## config.mk

```make
export PLATFORM = sky130hd
export DESIGN_NAME = rpn_stack_calc
export DESIGN_NICKNAME = d
export VERILOG_FILES = /design/src/rtl/rpn_stack_calc.sv
export SDC_FILE = /design/constraint.sdc
export NUM_CORES = 1
export LEC_CHECK = 0
export ABC_CLOCK_PERIOD_IN_PS = 2700
export CORE_ASPECT_RATIO = 0.5
export CORE_UTILIZATION = 56
export CTS_CLUSTER_DIAMETER = 30
export DETAILED_ROUTE_END_ITERATION = 12
export HOLD_SLACK_MARGIN = 0.02
export MAX_ROUTING_LAYER = met4
export PLACE_DENSITY = 0.86
export SKIP_LAST_GASP = 1
export SYNTH_ARGS = -nofsm -noshare
export SYNTH_HDL_FRONTEND = slang
export SYNTH_SLANG_ARGS = --single-unit
```

## constraint.sdc

```tcl
create_clock -name clk -period 2.7 [get_ports clk]
set_input_delay 0.54 -clock clk [delete_from_list [all_inputs] [get_ports clk]]
set_output_delay 0.54 -clock clk [all_outputs]
set_load 0.02 [all_outputs]
```

## src/rtl/rpn_stack_calc.sv

```systemverilog
// rpn_stack_calc: button-driven RPN calculator with a DEPTH-entry operand stack.
// Raw buttons are synchronised and edge-detected; a single FSM handles push,
// exec and clear, and flags overflow/underflow in a sticky error bit.
// Optional feature macro: RPN_MUL_EN (op 11 becomes a*b instead of a^b).
module rpn_stack_calc #(
    parameter int W     = 4,
    parameter int DEPTH = 4
) (
    input  logic                         clk,
    input  logic                         rst_n,
    input  logic [W-1:0]                 sw,
    input  logic [1:0]                   op,
    input  logic [2:0]                   btn,
    output logic [W-1:0]                 ld,
    output logic [W-1:0]                 top,
    output logic [$clog2(DEPTH+1)-1:0]   depth,
    output logic                         err
);

    localparam int DW = $clog2(DEPTH + 1);
    localparam logic [DW-1:0] FULL = DW'(DEPTH);
    localparam logic [DW-1:0] ONE  = DW'(1);
    localparam logic [DW-1:0] TWO  = DW'(2);

    typedef enum logic [1:0] {
        S_IDLE  = 2'd0,
        S_PART  = 2'd1,
        S_READY = 2'd2,
        S_ERR   = 2'd3
    } state_t;

    state_t          state_q;
    logic [W-1:0]    stack_q [DEPTH];
    logic [W-1:0]    ld_q;
    logic [DW-1:0]   depth_q;
    logic            err_q;

    logic [2:0]      sync1_q;
    logic [2:0]      sync2_q;
    logic [2:0]      dly_q;
    logic [2:0]      pulse;
    logic [W-1:0]    alu_r;

    // Result of the selected operation; all arithmetic wraps modulo 2^W.
    function automatic logic [W-1:0] alu(input logic [W-1:0] a,
                                         input logic [W-1:0] b,
                                         input logic [1:0]   sel);
        logic [W-1:0] r;
        case (sel)
            2'b00:   r = a + b;
            2'b01:   r = a - b;
            2'b10:   r = a & b;
`ifdef RPN_MUL_EN
            default: r = a * b;
`else
            default: r = a ^ b;
`endif
        endcase
        return r;
    endfunction

    // Two-flop synchroniser plus a delay flop per button for rising-edge detection.
    always_ff @(posedge clk or negedge rst_n) begin
        if (!rst_n) begin
            sync1_q <= '0;
            sync2_q <= '0;
            dly_q   <= '0;
        end else begin
            sync1_q <= btn;
            sync2_q <= sync1_q;
            dly_q   <= sync2_q;
        end
    end

    assign pulse = sync2_q & ~dly_q;
    assign alu_r = alu(stack_q[1], stack_q[0], op);

    // Calculator FSM: clear beats exec beats push when pulses coincide.
    always_ff @(posedge clk or negedge rst_n) begin
        if (!rst_n) begin
            state_q <= S_IDLE;
            for (int i = 0; i < DEPTH; i++) stack_q[i] <= '0;
            ld_q    <= '0;
            depth_q <= '0;
            err_q   <= 1'b0;
        end else if (pulse[2]) begin
            state_q <= S_IDLE;
            for (int i = 0; i < DEPTH; i++) stack_q[i] <= '0;
            ld_q    <= '0;
            depth_q <= '0;
            err_q   <= 1'b0;
        end else if (pulse[1]) begin
            case (state_q)
                S_READY: begin
                    stack_q[0] <= alu_r;
                    for (int i = 1; i < DEPTH - 1; i++) stack_q[i] <= stack_q[i+1];
                    stack_q[DEPTH-1] <= '0;
                    ld_q    <= alu_r;
                    depth_q <= depth_q - ONE;
                    state_q <= (depth_q == TWO) ? S_PART : S_READY;
                end
                S_IDLE, S_PART: begin
                    err_q   <= 1'b1;
                    state_q <= S_ERR;
                end
                default: ;
            endcase
        end else if (pulse[0]) begin
            if (state_q != S_ERR) begin
                if (depth_q == FULL) begin
                    err_q   <= 1'b1;
                    state_q <= S_ERR;
                end else begin
                    for (int i = DEPTH - 1; i > 0; i--) stack_q[i] <= stack_q[i-1];
                    stack_q[0] <= sw;
                    depth_q    <= depth_q + ONE;
                    state_q    <= ((depth_q + ONE) >= TWO) ? S_READY : S_PART;
                end
            end
        end
    end

    assign ld    = ld_q;
    assign top   = stack_q[0];
    assign depth = depth_q;
    assign err   = err_q;

endmodule
```

# ---- After elaboration in Yosys (flattened, before gate mapping)
# Index checks and enable logic that the tools add are counted.
dict set report totals {
  reg_bits 35
  in_bits 11
  output_inout_bits 12
  mem_bits_ro 0
  mem_bits_rw 0
  latch_bits 0
  word_cells 73
  mem_count 0
}
dict set report classes {
  n_shift 0
  n_lt_le_gt_ge 1
  n_div 0
  muxes 30
  n_addsub 4
  multipliers 0
  n_eq_ne 11
  bitwise_logic 4
  reduce_logical 12
}
# cell n
set op_table {}
lappend op_table {{16-bit two-way mux} 6}
lappend op_table {{3-bit two-way mux} 6}
lappend op_table {{2-bit two-way mux} 7}
lappend op_table {{4-bit two-way mux} 3}
lappend op_table {{4-bit one-hot mux with 3 select lines} 1}
lappend op_table {{3-bit nonzero test} 3}
lappend op_table {{4-bit AND reduction} 2}
lappend op_table {{1-bit two-way mux} 6}
lappend op_table {{3-bit by 1-bit != test with 1-bit output (second input constant)} 2}
lappend op_table {{4-bit adder} 1}
lappend op_table {{4-bit AND} 1}
lappend op_table {{2-bit by 1-bit equality test with 1-bit output (second input constant)} 2}
lappend op_table {{2-bit equality test (second input constant)} 2}
lappend op_table {{2-bit logical NOT} 2}
lappend op_table {{4-bit by 1-bit != test with 1-bit output (second input constant)} 1}
lappend op_table {{2-bit one-hot mux with 2 select lines} 1}
lappend op_table {{2-bit nonzero test} 2}
lappend op_table {{4-bit subtractor} 1}
lappend op_table {{4-bit XOR} 1}
lappend op_table {{3-bit by 1-bit adder with 3-bit output (second input constant)} 1}
lappend op_table {{3-bit AND} 1}
lappend op_table {{3-bit by 2-bit equality test with 1-bit output (second input constant)} 1}
lappend op_table {{3-bit equality test (second input constant)} 1}
lappend op_table {{3-bit by 2-bit >= comparator with 1-bit output (second input constant)} 1}
lappend op_table {{other kinds (7)} 7}

# ---- Longest topological paths before layout
dict set report depth {
  depth_word 8
  mapped_depth 10
}

# ---- Worst setup path before layout
# No wires, ideal clock.
dict set report synth_path {
  path_kind {input to register}
  start {input port op[0]}
  end {register stack_q (netlist bit top[3])}
  arrival_time_ns 1.959
  slack_ns 0.620
  t_required_ns 2.579
  path_stages 9
  path_buffers 0
  path_cell_list {nor2b_2 -> mux2_2 -> inv_1 -> ha_1 -> nand2_1 -> o21ai_0 -> and3_1 -> mux2i_1 -> a22o_1}
}
dict set report synth_between {
  elab_chain_cells 5
  elab_cells_between_ends 7
  classes_between {eq/ne (2); mux (4); reduce/logical (1)}
}
# item line_no
set synth_rtl {}
lappend synth_rtl {{from (decl)} 12} ;# input logic [1:0] op,
lappend synth_rtl {{2-bit equality test, or another cell as far along} 49} ;# case (sel)
lappend synth_rtl {{4-bit one-hot mux with 3 select lines (*)} 49}
lappend synth_rtl {{16-bit two-way mux (*)} 93} ;# case (state_q)
lappend synth_rtl {{16-bit two-way mux (*)} 92} ;# end else if (pulse[1]) begin
lappend synth_rtl {{16-bit two-way mux (*)} 86} ;# end else if (pulse[2]) begin
lappend synth_rtl {{to (decl)} 33} ;# logic [W-1:0] stack_q [DEPTH];
# Mark *: on every way between the ends. The rest lies on a longest branch, timed or not. The select of a mux whose other input is x is not followed.
# A chain may end at the register's enable or synchronous reset.

# ---- Worst setup path in the final report
# Same ends and word-level chain as after synthesis.

==> flow_summary.json <==
{
  "drc_errors": 0,
  "max_stage_delay_ps": 470,
  "row_count": 14,
  "relSlewSlack_pct": 70.7,
  "grt_pass1_vias": 1481,
  "drtPass1Iterations": 7,
  "ys_async_sr_fraction_pct": 100,
  "setup_viol": 0,
  "n_fill_cell": 228,
  "path_buf_inv": 1,
  "leakagePower_nw": 1.02,
  "post_cts_buffers": 0,
  "cts_tree": "done",
  "syn_to_final_growth_pct": 16.2,
  "ys.flop_type": "dfrtp_1",
  "netlist_top_cells_area": "dfrtp_1 44%, ha_1 8.1%, mux2i_1 5.5%",
  "overflow": 0,
  "track_usage_pct": 24.8,
  "drv_cap": 0,
  "period_minus_slack_ps": 2490,
  "path_clk_slew_ps": 70,
  "fin_tns_setup_ps": 0,
  "hold_class": "flop to flop",
  "cp-start-kind": "input pin",
  "vias": 1535,
  "clock_path_buffers": 2,
  "die_w_um": 86.8,
  "worstMarginPinSlew_ps": 440,
  "cts_resized": 0,
  "vdd_drop_max_mv": 0.597,
  "detail_route.wl_per_cell_um": 14.8,
  "synth-edff-count": 0,
  "ant_nets": 0,
  "postLayoutSetupSlackWorst_ps": 214,
  "rsz0062_at_grt": "no",
  "start_util_pct": 62.8,
  "coreArea_um2": 3210,
  "antenna_found_initial": 0,
  "die_h_um": 44.4,
  "wl_mm": 4.02,
  "drt_iter0_drc": 93,
  "htree_levels": 2,
  "synth_fp_nets": 226,
  "final_common_cell": "dfrtp_1",
  "ys_types": 37,
  "crit_type": "input pin to flop",
  "yosys_warnings": 0,
  "syn_inst": 201,
  "hold_buffers": 0,
  "cts-root-buf": "clkbuf_8",
  "status": "finished clean",
  "dp_slack_ps": -64.4,
  "final-max-slew-violation-count": 0,
  "fin_skew_ps": 8.52,
  "final_core_util_pct": 73.0,
  "max_freq_mhz": 402,
  "synth-seq-cells": 35,
  "crit_fanout": 3,
  "p_total_mw": 2.35,
  "synth.top_cell.area_share_pct": 43.5,
  "power.density_nw_per_um2": 1010,
  "grt_first_pass_wirelength_mm": 6.82,
  "numCtsBuffers": 5,
  "antenna_cells": 0,
  "crit_arrival_ps": 2670,
  "yosysTopAreaCell": "dfrtp_1",
  "grt_max_degree": 36,
  "fin_crit_sh_pct": 92.1,
  "drive_gt1_share_pct": 10.3,
  "die-area_um2": 3850,
  "final-hold-violation-count": 0,
  "fin_nets": 248,
  "io_buffers": 22,
  "post_drt_via_cell_ratio": 5.64,
  "crit_path_end_kind": "flop",
  "gp_congestion": 0.899,
  "synth_area_um2": 2010,
  "mostFrequentLayoutCells": "35 x dfrtp_1, 25 x nand2_1, 22 x clkdlybuf4s50_1, 14 x nor2_1",
  "avgSynthCellArea_um2": 10.0,
  "crit_chain": "clkdlybuf4s50_1 -> nor2b_2 -> nor2_1 -> xnor2_1 -> ha_1 -> nand2_1 -> o21ai_0 -> and3_1 -> mux2i_1 -> a22o_1",
  "io_pins": 23,
  "cp_top_family": "simple AND/OR/NAND/NOR gates",
  "worstPathRequired_ps": 2880,
  "worst_hold_slack_ps": 351,
  "yosysSeqAreaShare_pct": 43.5,
  "slowest_stage": "clkdlybuf4s50_1",
  "insertion_delay_ps": 290,
  "dp_hpwl_mm": 2.88,
  "cts_sinks": 35
}
[synthesized netlist by cell type (2+ instances only)]
| cell | count |
|---|---|
| a211oi_1 | 2 |
| nand2b_1 | 4 |
| inv_1 | 8 |
| nor2_1 | 14 |
| buf_6 | 3 |
| clkbuf_1 | 4 |
| o21ai_1 | 3 |
| nand3_1 | 4 |
| nand2_1 | 25 |
| ha_1 | 13 |
| o31ai_1 | 13 |
| xor2_1 | 3 |
| xnor2_1 | 5 |
| o21ai_0 | 10 |
| a21oi_1 | 12 |
| mux2_2 | 3 |
| dfrtp_1 | 35 |
| nor4_1 | 2 |
| nor3_1 | 2 |
| mux2i_1 | 11 |
| buf_2 | 3 |
| nor2b_1 | 4 |
| buf_4 | 4 |
[through the flow]
stage / instance area, µm² / instances
2_1_floorplan: 2010 / 201
3_3_place_gp: 2250 / 264
3_5_place_dp: 2250 / 264
4_1_cts: 2340 / 272
5_1_grt: 2340 / 272
6_report: 2340 / 272
[logic make-up (layout without fill, tap and decap cells)]
group / count (synthesis) / after routing / share of synthesized area, %
mux: 15 / 15 / 8.27
compound gates: 47 / 47 / 15.1
simple gates: 59 / 59 / 13.6
fa+ha+maj: 14 / 14 / 9.08
flops: 35 / 35 / 43.5
buf+inv: 22 / 45 / 6.16
xor+xnor: 9 / 9 / 4.29
[sequential cells by signal, summed over array words and instances, names as in the netlist]
register	count
dly_q	3
state_q	2
err	1
top	4
ld	4
sync1_q	3
stack_q	12
depth	3
sync2_q	3
[final timing paths]
path	startpoint	endpoint	slack (ps)	cells past startpoint
max	op[0]	top[3]	210	10
min	sync1_q[2]	sync2_q[2]	350	0
max reg2reg	top[0]	top[3]	330	10
min reg2reg	sync1_q[2]	sync2_q[2]	350	0
max in group asynchronous	rst_n	stack_q[2]	1720	2
min in group asynchronous	rst_n	sync1_q[0]	650	2
[cell type report]
| type | instances | area [µm²] | area share (%) |
|---|---|---|---|
| Sequential cell | 35 | 876 | 37.5 |
| Clock inverter | 2 | 12.5 | 0.535 |
| Tap cell | 48 | 60.1 | 2.57 |
| Multi-Input combinational cell | 144 | 1010 | 43.4 |
| Inverter | 8 | 30.0 | 1.28 |
| Timing Repair Buffer | 29 | 273 | 11.7 |
| Clock buffer | 6 | 72.6 | 3.10 |
[metal layers]
| metal | vias up | track usage [%] | share of wire [%] | wire (µm) |
|---|---|---|---|---|
| li1 | 739 | - | - | - |
| met1 | 744 | 30.4 | 46 | 1850 |
| met2 | 45 | 41.3 | 47 | 1900 |
| met3 | 7 | 6.34 | 5.5 | 220 |
| met4 | 0 | 8.00 | 0.92 | 37 |
| met5 | - | - | 0 | 0 |
[report_power, final]
part	total, mW	switching (mW)	internal [mW]
Sequential	0.840	0.173	0.667
Combinational	1.14	0.594	0.549
Clock	0.371	0.191	0.180
Total	2.35	0.959	1.40
No activity file was read; power rests on OpenSTA's default activity.
